## config.mk

```make
export PLATFORM = sky130hd
export DESIGN_NAME = gsensor_spi_responder_flat
export DESIGN_NICKNAME = d
export VERILOG_FILES = /design/src/rtl/gsensor_spi_responder_pkg.sv /design/src/rtl/gsensor_spi_responder_if.sv /design/src/rtl/gsensor_spi_responder_spi_pin_sync.sv /design/src/rtl/gsensor_spi_responder.sv /design/src/flat_wrapper.sv
export SDC_FILE = /design/constraint.sdc
export NUM_CORES = 1
export LEC_CHECK = 0
export ABC_AREA = 1
export ABC_CLOCK_PERIOD_IN_PS = 29700
export BUFFER_PORTS_ARGS = -buffer_cell sky130_fd_sc_hd__buf_2
export CAP_MARGIN = 30
export CORE_UTILIZATION = 30
export DETAILED_ROUTE_END_ITERATION = 10
export PLACE_DENSITY_LB_ADDON = 0.25
export SLEW_MARGIN = 5
export SYNTH_ARGS = -nofsm -noshare
export SYNTH_HDL_FRONTEND = slang
export SYNTH_SLANG_ARGS = --single-unit
```

## constraint.sdc

```tcl
create_clock -name clk -period 29.7 [get_ports clk]
set_input_delay 2.97 -clock clk [delete_from_list [all_inputs] [get_ports clk]]
set_output_delay 2.97 -clock clk [all_outputs]
set_load 0.01 [all_outputs]
```

## src/rtl/gsensor_spi_responder_pkg.sv

```systemverilog
`default_nettype none
// ============================================================================
//  Module      : gsensor_pkg
//  Description : Shared constants, FSM state type and address helpers for the
//                G-sensor SPI responder.
//  Revision    : 1.0 - initial release
// ============================================================================
package gsensor_pkg;

    // Register map
    localparam logic [5:0] c_addr_devid       = 6'h00;
    localparam logic [5:0] c_addr_bw_rate     = 6'h2C;
    localparam logic [5:0] c_addr_power_ctl   = 6'h2D;
    localparam logic [5:0] c_addr_int_enable  = 6'h2E;
    localparam logic [5:0] c_addr_int_source  = 6'h30;
    localparam logic [5:0] c_addr_data_format = 6'h31;
    localparam logic [5:0] c_addr_datax0      = 6'h32;
    localparam logic [5:0] c_addr_datax1      = 6'h33;
    localparam logic [5:0] c_addr_datay0      = 6'h34;
    localparam logic [5:0] c_addr_datay1      = 6'h35;
    localparam logic [5:0] c_addr_dataz0      = 6'h36;
    localparam logic [5:0] c_addr_dataz1      = 6'h37;

    localparam logic [7:0] c_devid_default    = 8'hE5;

    typedef enum logic [1:0] {
        ST_IDLE  = 2'd0,
        ST_CMD   = 2'd1,
        ST_READ  = 2'd2,
        ST_WRITE = 2'd3
    } spi_state_t;

    // Registers whose content is owned by the sensor, not the SPI master
    function automatic logic is_read_only(input logic [5:0] addr);
        return (addr == c_addr_devid) || (addr == c_addr_int_source) ||
               ((addr >= c_addr_datax0) && (addr <= c_addr_dataz1));
    endfunction

endpackage
`default_nettype wire

```

## src/rtl/gsensor_spi_responder_if.sv

```systemverilog
`default_nettype none
// ============================================================================
//  Module      : gsensor_spi_responder_if
//  Description : SPI pins plus sample-injection and status signals of the
//                G-sensor responder.
//  Revision    : 1.0 - initial release
// ============================================================================
interface gsensor_spi_responder_if;
    logic        sclk;
    logic        cs_n;
    logic        sdi;
    logic        sdo;
    logic        sdo_oe;
    logic [15:0] sample_x;
    logic [15:0] sample_y;
    logic [15:0] sample_z;
    logic        sample_valid;
    logic        int1;
    logic        busy;

    // Responder (sensor) side
    modport slave (
        input  sclk, cs_n, sdi, sample_x, sample_y, sample_z, sample_valid,
        output sdo, sdo_oe, int1, busy
    );

    // SPI master / stimulus side
    modport master (
        output sclk, cs_n, sdi, sample_x, sample_y, sample_z, sample_valid,
        input  sdo, sdo_oe, int1, busy
    );
endinterface
`default_nettype wire

```

## src/rtl/gsensor_spi_responder_spi_pin_sync.sv

```systemverilog
`default_nettype none
// ============================================================================
//  Module      : spi_pin_sync
//  Description : Synchronizes sclk/cs_n/sdi into clk and produces single-clk
//                edge pulses. Edges are suppressed until the whole chain holds
//                post-reset samples, so a cs_n held low across reset never
//                looks like a fresh chip-select.
//  Revision    : 1.0 - initial release
// ============================================================================
module spi_pin_sync #(
    parameter int SYNC_STAGES = 2
) (
    input  wire logic clk,
    input  wire logic arst,
    input  wire logic sclk,
    input  wire logic cs_n,
    input  wire logic sdi,
    output logic      sclk_rise,
    output logic      sclk_fall,
    output logic      cs_fall,
    output logic      cs_rise,
    output logic      sdi_s,
    output logic      cs_s
);

    logic [SYNC_STAGES-1:0] r_sclk_sync;
    logic [SYNC_STAGES-1:0] r_cs_sync;
    logic [SYNC_STAGES-1:0] r_sdi_sync;
    logic                   r_sclk_d;
    logic                   r_cs_d;
    logic [SYNC_STAGES:0]   r_fill;
    logic                   w_sclk_s;
    logic                   w_valid;

    // Synchronizer chains; idle levels (sclk high, cs_n high) on reset
    always_ff @(posedge clk or posedge arst) begin
        if (arst) begin
            r_sclk_sync <= '1;
            r_cs_sync   <= '1;
            r_sdi_sync  <= '0;
            r_sclk_d    <= 1'b1;
            r_cs_d      <= 1'b1;
            r_fill      <= '0;
        end else begin
            r_sclk_sync <= {r_sclk_sync[SYNC_STAGES-2:0], sclk};
            r_cs_sync   <= {r_cs_sync[SYNC_STAGES-2:0], cs_n};
            r_sdi_sync  <= {r_sdi_sync[SYNC_STAGES-2:0], sdi};
            r_sclk_d    <= w_sclk_s;
            r_cs_d      <= cs_s;
            r_fill      <= {r_fill[SYNC_STAGES-1:0], 1'b1};
        end
    end

    assign w_sclk_s  = r_sclk_sync[SYNC_STAGES-1];
    assign cs_s      = r_cs_sync[SYNC_STAGES-1];
    assign sdi_s     = r_sdi_sync[SYNC_STAGES-1];
    assign w_valid   = r_fill[SYNC_STAGES];

    assign sclk_rise = w_valid &  w_sclk_s & ~r_sclk_d;
    assign sclk_fall = w_valid & ~w_sclk_s &  r_sclk_d;
    assign cs_rise   = w_valid &  cs_s     & ~r_cs_d;
    assign cs_fall   = w_valid & ~cs_s     &  r_cs_d;

endmodule
`default_nettype wire

```

## src/rtl/gsensor_spi_responder.sv

```systemverilog
`default_nettype none
// ============================================================================
//  Module      : gsensor_spi_responder
//  Description : ADXL345-style SPI slave (CPOL=1, CPHA=1) with a 64x8 register
//                file, injected acceleration samples and DATA_READY on int1.
//  Revision    : 1.0 - initial release
// ============================================================================
module gsensor_spi_responder
    import gsensor_pkg::*;
#(
    parameter logic [7:0] DEVID_VAL     = c_devid_default,
    parameter int         SYNC_STAGES   = 2,
    parameter logic [7:0] RESET_BW_RATE = 8'h0A
) (
    input  wire logic              clk,
    input  wire logic              arst,
    gsensor_spi_responder_if.slave bus
);

    logic       w_sclk_rise, w_sclk_fall, w_cs_fall, w_cs_rise, w_sdi_s, w_cs_s;
    logic       w_busy;

    spi_state_t r_state, w_state_nxt;
    logic [2:0] r_bit_cnt;
    logic [7:0] r_shift_in;
    logic [7:0] r_shift_out;
    logic [5:0] r_addr;
    logic       r_mb;
    logic       r_sdo;
    logic       r_sdo_oe;
    logic       r_rd_37;

    logic [7:0] r_regs [0:63];
    logic       r_data_ready;
    logic       r_int1;

    logic        r_pend;
    logic [15:0] r_pend_x, r_pend_y, r_pend_z;

    logic [7:0]  w_cmd;
    logic [5:0]  w_addr_adv;
    logic [7:0]  w_rd_data;
    logic        w_wr_en;
    logic        w_ld_direct;
    logic        w_ld;
    logic [15:0] w_ld_x, w_ld_y, w_ld_z;

    spi_pin_sync #(
        .SYNC_STAGES (SYNC_STAGES)
    ) u_pin_sync (
        .clk       (clk),
        .arst      (arst),
        .sclk      (bus.sclk),
        .cs_n      (bus.cs_n),
        .sdi       (bus.sdi),
        .sclk_rise (w_sclk_rise),
        .sclk_fall (w_sclk_fall),
        .cs_fall   (w_cs_fall),
        .cs_rise   (w_cs_rise),
        .sdi_s     (w_sdi_s),
        .cs_s      (w_cs_s)
    );

    assign w_busy     = ~w_cs_s;
    assign w_cmd      = {r_shift_in[6:0], w_sdi_s};
    assign w_addr_adv = r_mb ? (r_addr + 6'd1) : r_addr;

    // Read mux: DEVID and INT_SOURCE are synthesized, everything else is RAM
    always_comb begin
        w_rd_data = r_regs[r_addr];
        if (r_addr == c_addr_devid)
            w_rd_data = DEVID_VAL;
        else if (r_addr == c_addr_int_source)
            w_rd_data = {r_data_ready, 7'b0};
    end

    assign w_wr_en = (r_state == ST_WRITE) && w_sclk_rise && (r_bit_cnt == 3'd7) &&
                     !w_cs_rise && !is_read_only(r_addr);

    // A fresh sample beats a buffered one; both only land while cs_n is high
    assign w_ld_direct = bus.sample_valid && !w_busy;
    assign w_ld        = w_ld_direct || (r_pend && !w_busy);
    assign w_ld_x      = w_ld_direct ? bus.sample_x : r_pend_x;
    assign w_ld_y      = w_ld_direct ? bus.sample_y : r_pend_y;
    assign w_ld_z      = w_ld_direct ? bus.sample_z : r_pend_z;

    // FSM state register
    always_ff @(posedge clk or posedge arst) begin
        if (arst)
            r_state <= ST_IDLE;
        else
            r_state <= w_state_nxt;
    end

    // FSM next state; chip-select release aborts from any state
    always_comb begin
        w_state_nxt = r_state;
        case (r_state)
            ST_IDLE:  if (w_cs_fall) w_state_nxt = ST_CMD;
            ST_CMD:   if (w_sclk_rise && (r_bit_cnt == 3'd7))
                          w_state_nxt = w_cmd[7] ? ST_READ : ST_WRITE;
            default:  w_state_nxt = r_state;
        endcase
        if (w_cs_rise)
            w_state_nxt = ST_IDLE;
    end

    // Bit counter, shift registers, address pointer and sdo drive
    always_ff @(posedge clk or posedge arst) begin
        if (arst) begin
            r_bit_cnt   <= 3'd0;
            r_shift_in  <= 8'h00;
            r_shift_out <= 8'h00;
            r_addr      <= 6'h00;
            r_mb        <= 1'b0;
            r_sdo       <= 1'b0;
            r_sdo_oe    <= 1'b0;
            r_rd_37     <= 1'b0;
        end else begin
            if (w_cs_fall) begin
                r_bit_cnt <= 3'd0;
                r_rd_37   <= 1'b0;
            end
            case (r_state)
                ST_CMD: if (w_sclk_rise) begin
                    r_shift_in <= w_cmd;
                    r_bit_cnt  <= r_bit_cnt + 3'd1;
                    if (r_bit_cnt == 3'd7) begin
                        r_mb   <= w_cmd[6];
                        r_addr <= w_cmd[5:0];
                    end
                end
                ST_READ: if (w_sclk_fall) begin
                    r_bit_cnt <= r_bit_cnt + 3'd1;
                    if (r_bit_cnt == 3'd0) begin
                        r_sdo       <= w_rd_data[7];
                        r_shift_out <= {w_rd_data[6:0], 1'b0};
                        r_sdo_oe    <= 1'b1;
                        r_addr      <= w_addr_adv;
                        if (r_addr == c_addr_dataz1)
                            r_rd_37 <= 1'b1;
                    end else begin
                        r_sdo       <= r_shift_out[7];
                        r_shift_out <= {r_shift_out[6:0], 1'b0};
                    end
                end
                ST_WRITE: if (w_sclk_rise) begin
                    r_shift_in <= w_cmd;
                    r_bit_cnt  <= r_bit_cnt + 3'd1;
                    if (r_bit_cnt == 3'd7)
                        r_addr <= w_addr_adv;
                end
                default: ;
            endcase
            if (w_cs_rise) begin
                r_sdo    <= 1'b0;
                r_sdo_oe <= 1'b0;
            end
        end
    end

    // Register file: master writes and sample loads target disjoint addresses
    always_ff @(posedge clk or posedge arst) begin
        if (arst) begin
            for (int i = 0; i < 64; i++)
                r_regs[i] <= 8'h00;
            r_regs[c_addr_bw_rate] <= RESET_BW_RATE;
        end else begin
            if (w_wr_en)
                r_regs[r_addr] <= w_cmd;
            if (w_ld) begin
                r_regs[c_addr_datax0] <= w_ld_x[7:0];
                r_regs[c_addr_datax1] <= w_ld_x[15:8];
                r_regs[c_addr_datay0] <= w_ld_y[7:0];
                r_regs[c_addr_datay1] <= w_ld_y[15:8];
                r_regs[c_addr_dataz0] <= w_ld_z[7:0];
                r_regs[c_addr_dataz1] <= w_ld_z[15:8];
            end
        end
    end

    // Pending buffer keeps burst reads coherent; newest sample overwrites
    always_ff @(posedge clk or posedge arst) begin
        if (arst) begin
            r_pend   <= 1'b0;
            r_pend_x <= 16'h0000;
            r_pend_y <= 16'h0000;
            r_pend_z <= 16'h0000;
        end else if (bus.sample_valid && w_busy) begin
            r_pend   <= 1'b1;
            r_pend_x <= bus.sample_x;
            r_pend_y <= bus.sample_y;
            r_pend_z <= bus.sample_z;
        end else if (r_pend && !w_busy) begin
            r_pend   <= 1'b0;
        end
    end

    // DATA_READY: set by a load, cleared when a transaction that read DATAZ1 ends
    always_ff @(posedge clk or posedge arst) begin
        if (arst)
            r_data_ready <= 1'b0;
        else if (w_ld)
            r_data_ready <= 1'b1;
        else if (w_cs_rise && r_rd_37)
            r_data_ready <= 1'b0;
    end

    // int1 follows DATA_READY gated by INT_ENABLE bit 7
    always_ff @(posedge clk or posedge arst) begin
        if (arst)
            r_int1 <= 1'b0;
        else
            r_int1 <= r_data_ready & r_regs[c_addr_int_enable][7];
    end

    assign bus.sdo    = r_sdo;
    assign bus.sdo_oe = r_sdo_oe;
    assign bus.int1   = r_int1;
    assign bus.busy   = w_busy;

endmodule
`default_nettype wire
```

## src/flat_wrapper.sv

```systemverilog
// flat-port wrapper written by rule: the top's interface ports become plain ports
module gsensor_spi_responder_flat import gsensor_pkg::*;
#(
    parameter logic [7:0] DEVID_VAL     = c_devid_default,
    parameter int         SYNC_STAGES   = 2,
    parameter logic [7:0] RESET_BW_RATE = 8'h0A
)
  (clk, arst, bus_sclk, bus_cs_n, bus_sdi, bus_sample_x, bus_sample_y, bus_sample_z, bus_sample_valid, bus_sdo, bus_sdo_oe, bus_int1, bus_busy);
  gsensor_spi_responder_if bus_i ();
  input  wire logic clk;
  input  wire logic arst;
  input wire logic [$bits(bus_i.sclk)-1:0] bus_sclk;
  input wire logic [$bits(bus_i.cs_n)-1:0] bus_cs_n;
  input wire logic [$bits(bus_i.sdi)-1:0] bus_sdi;
  input wire logic [$bits(bus_i.sample_x)-1:0] bus_sample_x;
  input wire logic [$bits(bus_i.sample_y)-1:0] bus_sample_y;
  input wire logic [$bits(bus_i.sample_z)-1:0] bus_sample_z;
  input wire logic [$bits(bus_i.sample_valid)-1:0] bus_sample_valid;
  output wire logic [$bits(bus_i.sdo)-1:0] bus_sdo;
  output wire logic [$bits(bus_i.sdo_oe)-1:0] bus_sdo_oe;
  output wire logic [$bits(bus_i.int1)-1:0] bus_int1;
  output wire logic [$bits(bus_i.busy)-1:0] bus_busy;
  assign bus_i.sclk = bus_sclk;
  assign bus_i.cs_n = bus_cs_n;
  assign bus_i.sdi = bus_sdi;
  assign bus_i.sample_x = bus_sample_x;
  assign bus_i.sample_y = bus_sample_y;
  assign bus_i.sample_z = bus_sample_z;
  assign bus_i.sample_valid = bus_sample_valid;
  assign bus_sdo = bus_i.sdo;
  assign bus_sdo_oe = bus_i.sdo_oe;
  assign bus_int1 = bus_i.int1;
  assign bus_busy = bus_i.busy;
  gsensor_spi_responder #(.DEVID_VAL(DEVID_VAL), .SYNC_STAGES(SYNC_STAGES), .RESET_BW_RATE(RESET_BW_RATE)) u_core (.clk(clk), .arst(arst), .bus(bus_i));
endmodule
```

## Word-level counts from Yosys, hierarchy flattened

Cells that the tools add are included.

| word-level totals | value |
|---|---|
| output and inout bits | 4 |
| input port bits | 54 |
| flip-flop bits (word level) | 604 |
| word-level logic and storage cells | 202 |

| operators by class | value |
|---|---|
| add/subtract/negate cells | 2 |
| reduce and logical (&&, ||, !) cells | 35 |
| equality and inequality tests | 14 |
| bitwise operators | 14 |
| $lt $le $gt $ge | 4 |
| muxes and demuxes | 48 |

Operators by type and width:

| kind | count |
|---|---|
| $bwmux W512 | 1 |
| $mux W112 | 1 |
| $bmux W8 S6 | 1 |
| $demux W8 S6 | 1 |
| $mux W16 | 3 |
| $mux W48 | 1 |
| $mux W8 | 6 |
| $mux W6 | 7 |
| $mux W1 | 18 |
| $pmux W6 S3 | 1 |
| $eq A6 B6 Y1 const B | 2 |
| $reduce_bool A2 Y1 | 6 |
| $logic_and A1 B1 Y1 | 11 |
| $and A1 B1 Y1 | 9 |
| $mux W3 | 3 |
| $reduce_and A3 Y1 | 3 |
| $ne A2 B1 Y1 const B | 4 |
| $ge A7 B7 Y1 const B | 1 |
| $lt A7 B1 Y1 const B | 1 |
| $not A6 Y7 | 1 |
| $reduce_and A7 Y1 | 1 |
| $add A6 B1 Y6 const B | 1 |
| $ge A6 B6 Y1 const B | 1 |
| $le A6 B6 Y1 const B | 1 |
| 19 further kinds | 32 |

## Longest topological paths before layout

Gate-level depths: netlist of run 1.

| depth | value |
|---|---|
| word-level depth | 10 |
| depth in mapped cells | 18 |
| mapped depth without buffers | 15 |

## Hierarchy

A second synthesis of run 1 with hierarchy kept.

| unflattened totals | value |
|---|---|
| cell total of the unflattened synthesis | 3564 |
| area total of the unflattened synthesis | 28114.5 sq um |

By module, submodules not included:

| module | cells an instance | area each (sq um) | seq. area each (sq um) | instances |
|---|---|---|---|---|
| gsensor_spi_responder | 3543 | 27794.2 | 14816.7 | 1 |
| spi_pin_sync | 21 | 320.3 | 282.8 | 1 |

## Worst setup path after synthesis of run 1

Ideal clock, no wire load.

| timing path | value |
|---|---|
| path type | input to register |
| from | in bus_sample_valid |
| to | reg u_core.r_regs[100] in the netlist's numbering |
| arrival time | 4.127 ns |
| stages on the path | 6 |
| path buffers | 1 |
| slack | 25.446 ns |
| cell sequence | clkinv_1 > a21oi_1 > clkinv_1 > clkbuf_1 > nand2_1 > o21ai_0 |

| on the way | value |
|---|---|
| longest elaborated chain between the ends | 3 |
| elaborated cells on any way between the ends | 5 |
| classes of those cells | 2 x mux; 3 x reduce/logical |

RTL lines:

| what | RTL line | RTL |
|---|---|---|
| start: declaration | flat_wrapper.sv:18 | `input wire logic [$bits(bus_i.sample_valid)-1:0] bus_sample_valid;` |
| $logic_and A1 B1 Y1 * | gsensor_spi_responder.sv:81 | `assign w_ld_direct = bus.sample_valid && !w_busy;` |
| $mux W16 / $logic_or A1 B1 Y1 (equally long branches) | gsensor_spi_responder.sv:83, gsensor_spi_responder.sv:82 |  |
| $mux W48 / $reduce_bool A2 Y1 (equally long branches) | -- |  |
| end signal: indexed assignment | gsensor_spi_responder.sv:170 | `r_regs[r_addr] <= w_cmd;` |
| end signal: indexed assignment | gsensor_spi_responder.sv:172 | `r_regs[c_addr_datax0] <= w_ld_x[7:0];` |
| end signal: indexed assignment | gsensor_spi_responder.sv:173 | `r_regs[c_addr_datax1] <= w_ld_x[15:8];` |
| end: declaration | gsensor_spi_responder.sv:33 | `logic [7:0] r_regs [0:63];` |

Every way passes the cells marked *; elsewhere a longest branch is shown, timed or not.
A chain may end at the register's enable or synchronous reset.

## Final worst setup path of run 1

| timing path | value |
|---|---|
| from | reg u_core.u_pin_sync.r_cs_sync[1] |
| to | out bus_busy |

| on the way | value |
|---|---|
| longest elaborated chain between the ends | 1 |

RTL lines:

| what | RTL line | RTL |
|---|---|---|
| start: declaration | gsensor_spi_responder_spi_pin_sync.sv:27 | `logic [SYNC_STAGES-1:0] r_cs_sync;` |
| start signal: assignment | gsensor_spi_responder_spi_pin_sync.sv:46 | `r_cs_sync <= {r_cs_sync[SYNC_STAGES-2:0], cs_n};` |
| $not A1 Y1 | gsensor_spi_responder.sv:64 | `assign w_busy = ~w_cs_s;` |
| end: declaration | flat_wrapper.sv:22 | `output wire logic [$bits(bus_i.busy)-1:0] bus_busy;` |

No other way between the ends.

==> flow_summary.toml, run 1 <==
[run_status]
outcome = "finished, final reports clean"

[die]
initial_utilization = 0.3026
pin_count = 58
die_x_um = 308.8
fp.coreArea_um2 = 93330
die_y_um = 308.8
die-area_um2 = 95380
row_count = 112

[worst_setup_path]
crit_start = "u_core.u_pin_sync.r_cs_sync[1]"
path_cells = "inv_1, buf_2"
r2r_start = "u_core.r_addr[0]"
cpLargestDelayFamily = "flip-flops"
start_kind = "register"
crit_slowest_cell = "dfstp_2"
cpPeakStageDelay_ns = 1.21
crit_fanout = 49
critPathRequiredTime_ns = 26.73
cp-end-kind = "output port"
path_buf_inv = 2
worstSetupPathType = "reg -> out"
worstPathArrival_ns = 2.40

[synth]
syn_inst = 3522
syn_avg_cell_area_um2 = 8.019
netlist_area_um2 = 28240
ys_ff_latch = 603
synth_top_cell_by_area = "dfrtp_1"
synth-edff-count = 0
yosysSeqAreaShare = 0.5346
yosys-top-cells-area = "dfrtp_1, nand2_1, o21ai_0"
yosysWarnings = 0
ys_async_sr_fraction = 1.000
synthFlopType = "dfrtp_1"
ys_types = 38
syn-num-nets = 3582
synth_top_area_share = 0.5272

[drt]
drt-initial-drc-count = 2120
drc = 0
first_pass_iters = 6
wl_per_cell_um = 17.59
via_per_inst = 4.816
wirelength_mm = 83.71
ant_nets = 0
dr_total_vias = 22913

[clock_network]
clk_path_buf_depth = 3
htree_num_levels = 3
path_clk_slew_ns = 0.06
clock_sinks = 603
tritoncts = "built"
clkLatencyLatePin_ns = 0.62
cts-hold-fix-buffers = 0
cts_setup_buffers = 0
cts_root_buf = "clkbuf_16"
numCtsBuffers = 70
postCtsResizedCells = 0

[sta]
rsz0062_at_grt = "false"
finalSetupTns_ns = 0
finalCriticalPeriod_ns = 5.368
relSlewSlack = 0.3047
finalSetupViolCount = 0
fin_skew_ns = 0.03352
slew_violations = 0
worst_slew_pin_slew_ns = 1.043
clock.fmax_ghz = 0.1863
hold_viol = 0
period_share = 0.1807

[global_routing]
grt_pass1_wl_mm = 132.5
antenna_found_initial = 1
grt-ovfl-total = 0
track_usage = 0.1784
grt_start_max_net_pins = 165
first_global_vias = 21541

[pwr]
power.total_mw = 2.266
vdd_drop_max_uv = 58.95
power.density_nw_per_um2 = 71.32
leakagePower_nw = 14.82

[cells_and_area]
nFillCells = 9993
drive_gt1_frac = 0.09646
mostFrequentLayoutCell = "nand2_1"
syn2layout_area_growth_pct = 12.52
fin_nets = 3510
layout_common_cells = "nand2_1, o21ai_0, dfrtp_1"
antenna-diode-count = 0

[run]
drv_cap = 0

[placement]
place.gp.congestion = 0.7917
dpl.hpwl_mm = 48.38
port_buffers = 57

[min_path]
hold_path.class = "reg -> reg"
hold_start = "u_core.u_pin_sync.r_fill[0]"
-- sequential cells by signal (all words and copies together), names as in the netlist, 2 cells and up --
| register | count |
|---|---|
| u_core.r_addr | 6 |
| u_core.r_bit_cnt | 3 |
| u_core.r_pend_x | 16 |
| u_core.r_pend_y | 16 |
| u_core.r_pend_z | 16 |
| u_core.r_regs | 512 |
| u_core.r_shift_in | 7 |
| u_core.r_shift_out | 7 |
| u_core.r_state | 2 |
| u_core.u_pin_sync.r_cs_sync | 2 |
| u_core.u_pin_sync.r_fill | 3 |
| u_core.u_pin_sync.r_sclk_sync | 2 |
| u_core.u_pin_sync.r_sdi_sync | 2 |
-- report_power, final --
| group | leakage (nW) | total (mW) | internal (mW) | switching [mW] |
|---|---|---|---|---|
| clock network | 1.12 | 0.864 | 0.513 | 0.351 |
| logic | 5.52 | 0.513 | 0.119 | 0.394 |
| registers | 8.18 | 0.889 | 0.851 | 0.0381 |
-- stage by stage --
step | setup WS [ns] | instances | hold slack [ns] | utilization | instance area (um^2)
after floorplan | 9.863 | 3522 | 0.3312 | - | 28240
after global placement | 23.10 | 4627 | 0.3313 | 0.3150 | 29400
after detailed placement | 23.09 | 4629 | 0.3451 | 0.3151 | 29410
after CTS | 23.76 | 4755 | 0.3552 | 0.3396 | 31700
after global routing | 24.01 | 4758 | 0.3620 | 0.3405 | 31780
final | 24.33 | 4758 | 0.3497 | 0.3405 | 31780
-- layer usage --
| layer | GRT usage | up-vias | share of wire |
|---|---|---|---|
| met5 | 0 | - | 0.00016 |
| met4 | 0.05273 | 2 | 0.027 |
| met3 | 0.03056 | 130 | 0.050 |
| met2 | 0.2761 | 490 | 0.45 |
| met1 | 0.2542 | 11068 | 0.48 |
| li1 | - | 11223 | - |
-- kinds of logic (layout without fill, tap and decap cells) --
| family | count (synthesis) | count (layout) | synth area share |
|---|---|---|---|
| compound gates | 783 | 783 | 0.1456 |
| simple gates | 1681 | 1681 | 0.2398 |
| fa+ha+maj | 6 | 6 | 0.002658 |
| mux | 45 | 45 | 0.01794 |
| buf+inv | 403 | 385 | 0.05923 |
| other cells | 1 | 1 | 0.0001328 |
| flops | 603 | 603 | 0.5346 |
-- synthesized netlist by cell type, drive strengths merged (2+ instances only) --
library cell,count
nor2,124
nand4,9
clkbuf,186
inv,159
clkinv,2
mux2,45
o211ai,54
nor3,8
buf,56
o22ai,26
nand3,99
or2,40
dfrtp,595
o31ai,3
a21oi,69
dfstp,8
ha,6
o21ai,627
nand2,1400
-- path summary, 6_finish.rpt --
check / endpoint / slack (ns) / cells past startpoint
min in group asynchronous: u_core.r_pend_z[1] / 2.46 / 2
worst max-delay path: bus_busy / 24.33 / 2
worst min register to register: u_core.u_pin_sync.r_fill[1] / 0.35 / 0
worst max register to register: u_core.r_regs[382] / 25.17 / 7
max in group asynchronous: u_core.r_addr[0] / 24.46 / 5
worst min-delay path: u_core.u_pin_sync.r_fill[1] / 0.35 / 0
-- cell type report --
| class | count | area, um^2 | share of cell area |
|---|---|---|---|
| flip-flops and latches | 603 | 15110 | 0.4754 |
| multi-input cells | 2516 | 11510 | 0.3623 |
| clock buffers | 111 | 2108 | 0.06634 |
| well taps | 1254 | 1569 | 0.04937 |
| repair buffers | 98 | 690.7 | 0.02173 |
| inverters | 161 | 616.8 | 0.01941 |
| clock inverters | 15 | 175.2 | 0.005512 |
Note: power is estimated with default switching activity, not from simulation.
==> run 2: changes to the inputs <==
Settings changed: ABC_CLOCK_PERIOD_IN_PS 29700 to 4600.
Clock period 29.7 ns to 4.6 ns, I/O delays scaled along.
==> flow_summary.toml, run 2 (synthesized netlist as in run 1, its figures left out) <==
[run_status]
outcome = "finished, final reports clean"

[clock_network]
path_clk_slew_ns = 0.06
clock_sinks = 603
tritoncts = "built"
cts-hold-fix-buffers = 4
cts_root_buf = "clkbuf_16"
postCtsResizedCells = 0
clk_path_buf_depth = 3
cts_setup_buffers = 0
numCtsBuffers = 70
clkLatencyLatePin_ns = 0.66
htree_num_levels = 3

[cells_and_area]
largest_register_ffs = 512
drive_gt1_frac = 0.1003
layout_common_cells = "nand2_1, o21ai_0, dfrtp_1"
mostFrequentLayoutCell = "nand2_1"
final_util = 0.3427
regMostFlops = "u_core.r_regs"
syn2layout_area_growth_pct = 13.23
final_area_um2 = 31980
fin_nets = 3531
antenna-diode-count = 0

[worst_setup_path]
cp-end-kind = "register"
crit_fanout = 35
start_kind = "register"
cpPeakStageDelay_ns = 0.74
worstPathArrival_ns = 3.79
critPathRequiredTime_ns = 5.11
worstSetupPathType = "reg -> reg"
path_cells = "inv_6, ha_1, nand3_1, nor2_1, a211oi_2, nand2_4, nor2_4, nand2_1, o21ai_0"
crit_slowest_cell = "dfrtp_4"

[placement]
place.gp.congestion = 0.8442
port_buffers = 57
pre_cts_slack_ns = 1.350
dpl.hpwl_mm = 52.08
post_dp_cell_area_um2 = 29660

[drt]
dr_total_vias = 23010
drt-initial-drc-count = 2068
first_pass_iters = 5
wirelength_mm = 85.34
drc = 0
wl_per_cell_um = 17.87
ant_nets = 0
via_per_inst = 4.819

[sta]
relSlewSlack = 0.3662
finalSetupTns_ns = 0
rsz0062_at_grt = "false"
finalCriticalPeriod_ns = 3.278
hold_viol = 0
period_share = 0.7127
slew_violations = 0
fin_skew_ns = 0.06069
clock.fmax_ghz = 0.3050
worst_slew_pin_slew_ns = 0.9496
fin_ws_ns = 1.322
finalSetupViolCount = 0

[pwr]
leakagePower_nw = 14.91
vdd_drop_max_uv = 393.2
power.density_nw_per_um2 = 459.5
power.total_mw = 14.70

[die]
fp.coreArea_um2 = 93330
initial_utilization = 0.3026
die_y_um = 308.8
die_x_um = 308.8
die-area_um2 = 95380
pin_count = 58
row_count = 112

[run]
drv_cap = 0

[global_routing]
first_global_vias = 22384
grt_pass1_wl_mm = 134.9
track_usage = 0.1820
grt_start_max_net_pins = 146
antenna_found_initial = 2
grt-ovfl-total = 0

[min_path]
hold_path.class = "in -> reg"
## run 2: cell count changes in the layout (fill, tap and decap cells not counted), sizes merged
cell,before,now
clkbuf,111,106
buf,98,115
bufinv,3,1
dlygate4sd3,0,4
inv,162,158
clkinv,10,17
## run 2: path summary, 6_finish.rpt
| kind | from | endpoint | slack (ns) | cells past startpoint |
|---|---|---|---|---|
| worst min register to register | u_core.u_pin_sync.r_sdi_sync[0] | u_core.u_pin_sync.r_sdi_sync[1] | 0.34 | 0 |
| max in group asynchronous | arst | u_core.r_regs[128] | 2.96 | 4 |
| worst max register to register | u_core.r_addr[0] | u_core.r_regs[499] | 1.32 | 9 |
| worst max-delay path | u_core.r_addr[0] | u_core.r_regs[499] | 1.32 | 9 |
| min in group asynchronous | arst | u_core.r_pend_z[11] | 0.47 | 3 |
| worst min-delay path | bus_sample_x[4] | u_core.r_pend_x[4] | 0.04 | 2 |
## run 2: final cells by class
cell class | instances | area [um^2]
fillers | 9947 | 61350
well taps | 1254 | 1569
clock inverters | 16 | 256.5
inverters | 161 | 614.3
flip-flops and latches | 603 | 15110
clock buffers | 106 | 2027
repair buffers | 119 | 893.4
multi-input cells | 2516 | 11510
## run 2: through the flow
step,hold slack [ns],instances
4_1_cts,0.007130,4775
3_3_place_gp,0.3331,4648
2_1_floorplan,0.3312,3522
6_report,0.04286,4775
3_5_place_dp,0.3372,4649
5_1_grt,0.03768,4775
## run 2: routing by layer
metal | up-vias | wire length (um) | track usage
met5 | - | 0 | 0
met4 | 0 | 1968 | 0.05388
met3 | 123 | 4474 | 0.02658
met2 | 547 | 38510 | 0.2884
met1 | 11083 | 40390 | 0.2569
li1 | 11257 | - | -
## run 2: power breakdown
| group | internal, mW | switching (mW) |
|---|---|---|
| clock network | 3.15 | 2.38 |
| logic | 0.818 | 2.63 |
| registers | 5.49 | 0.226 |
| total | 9.46 | 5.24 |
## run 2: critical path, delay by kind of cell (launching register included)
family | cells | cell delay, ns
adder cells (fa/ha/maj) | 1 | 0.26
AND/OR/NAND/NOR | 5 | 1.32
flip-flops | 1 | 0.74
buffers and inverters | 1 | 0.21
AO/OA/AOI/OAI | 2 | 0.57
==> run 3: changes to the inputs <==
Settings changed: ABC_CLOCK_PERIOD_IN_PS 4600 to 3000.
Clock period 4.6 ns to 3 ns, I/O delays scaled along.
==> flow_summary.toml, run 3 (synthesized netlist as in run 1, its figures left out) <==
[run_status]
outcome = "finished, final reports clean"

[clock_network]
numCtsBuffers = 71
postCtsResizedCells = 0
tritoncts = "built"
clk_path_buf_depth = 3
clkLatencyLatePin_ns = 0.64
clock_sinks = 603
cts_root_buf = "clkbuf_16"
htree_num_levels = 3
path_clk_slew_ns = 0.06

[sta]
hold_viol = 0
finalSetupViolCount = 0
rsz0062_at_grt = "false"
fin_ws_ns = 0.4128
fin_skew_ns = 0.03373
finalCriticalPeriod_ns = 2.587
period_share = 0.8624
relSlewSlack = 0.4407
clock.fmax_ghz = 0.3865
slew_violations = 0
worst_slew_pin_slew_ns = 0.8389

[min_path]
hold_path.class = "in -> async"

[pwr]
leakagePower_nw = 15.60
swShare = 0.3426
seqPwrFrac = 0.374
clkPwrFrac = 0.382
vdd_drop_max_uv = 755.7
power.density_nw_per_um2 = 693.9
p_comb_frac = 0.244
p_sw_mw = 7.930
p_int_mw = 15.21

[worst_setup_path]
crit_slowest_cell = "dfrtp_4"
path_cells = "inv_6, buf_4, nand2_1, nand3_1, o21ai_0, o21ai_0, nand2_1, nor2_1, nand2_1, nand2_1, nand2_1, nand2_1, nand2_1"
crit_top_cell = "nand2_1"
crit_fanout = 53
worstPathArrival_ns = 3.10
worstSetupPathType = "reg -> reg"
start_kind = "register"
cp-end-kind = "register"
cpPeakStageDelay_ns = 0.56
path_buf_inv = 2
cpLargestDelayFamily = "simple AND/OR/NAND/NOR gates"
critPathRequiredTime_ns = 3.51

[drt]
dr_total_vias = 23446
drt-initial-drc-count = 2021
first_pass_iters = 6
ant_nets = 0
wirelength_mm = 84.94
via_per_inst = 4.780
wl_per_cell_um = 17.32
drc = 0

[placement]
port_buffers = 57
pre_cts_slack_ns = 0.4169
dpl.hpwl_mm = 53.39
post_dp_cell_area_um2 = 30410
place.gp.congestion = 0.8354

[die]
fp.coreArea_um2 = 93330
initial_utilization = 0.3026
die_x_um = 308.8
die_y_um = 308.8
die-area_um2 = 95380
row_count = 112
pin_count = 58

[global_routing]
grt_pass1_wl_mm = 135.5
top_usage_layer = "met2"
met2_usage = 0.2894
grt_start_max_net_pins = 141
first_global_vias = 22552
use_met1 = 0.2585
antenna_found_initial = 0
grt-ovfl-total = 0
use_met3 = 0.02460
track_usage = 0.1823

[cells_and_area]
syn2layout_area_growth_pct = 18.08
layout_common_cells = "nand2_1, o21ai_0, dfrtp_1"
drive_gt1_frac = 0.1208
fin_nets = 3658
regMostFlops = "u_core.r_regs"
antenna-diode-count = 0
largest_register_ffs = 512
final_area_um2 = 33350
mostFrequentLayoutCell = "nand2_1"

[run]
drv_cap = 0
## run 3: stage by stage
step	power [mW]	setup TNS, ns	hold slack (ns)	util	std cells
floorplan	12.12	-3309.23	0.3045	-	3522
global placement	14.43	0	0.3039	0.3258	4727
detailed placement	14.43	0	0.3101	0.3258	4727
CTS	23.42	0	0.1653	0.3573	4905
finish	23.14	0	0.1964	0.3573	4905
global route	24.28	0	0.1877	0.3573	4905
## run 3: worst reg2reg max path, cell delays in order (launching register included)
cell	delay, ns
dfrtp_4	0.56
inv_6	0.12
buf_4	0.53
nand2_1	0.22
nand3_1	0.20
o21ai_0	0.13
o21ai_0	0.24
nand2_1	0.10
nor2_1	0.10
nand2_1	0.06
nand2_1	0.05
nand2_1	0.05
nand2_1	0.06
nand2_1	0.05
## run 3: path summary, 6_finish.rpt
check / from / to / slack [ns] / cells past startpoint
setup / recovery: u_core.r_addr[0] / u_core.bus.sdo / 0.41 / 13
hold / removal: arst / u_core.r_pend_x[12] / 0.20 / 3
setup reg to reg: u_core.r_addr[0] / u_core.bus.sdo / 0.41 / 13
hold reg to reg: u_core.u_pin_sync.r_fill[1] / u_core.u_pin_sync.r_fill[2] / 0.34 / 0
max in group asynchronous: arst / u_core.r_regs[25] / 1.61 / 5
min in group clk: bus_sample_valid / u_core.r_regs[110] / 0.27 / 3
## run 3: layer usage
metal,part of all wire,wire length [um],vias to the layer above
met5,0,0,-
met2,0.46,39010,465
met4,0.024,2055,0
met3,0.041,3500,122
li1,-,-,11512
met1,0.48,40370,11347
## run 3: area by class of cell
type	instances	area [um^2]
Fill cell	9868	59980
Sequential cell	603	15110
Timing Repair Buffer	245	2127
Clock buffer	109	2150
Tap cell	1254	1569
Multi-Input combinational cell	2516	11510
Clock inverter	17	274.0
Inverter	161	613.1
## run 3: timing repair
action	4_1_cts	5_1_grt
endpoints found under the setup margin	0	0
endpoints found under the hold margin	151	0
hold buffers	52	0
buffers inserted	0	0
## run 3: power by group through the flow
stage	combinational, mW	sequential, mW	clock, mW
finish	5.64	8.66	8.84
detailed placement	5.63	8.80	0
global placement	5.64	8.79	0
global route	6.21	8.69	9.38
CTS	5.70	8.66	9.06
floorplan	3.42	8.71	0
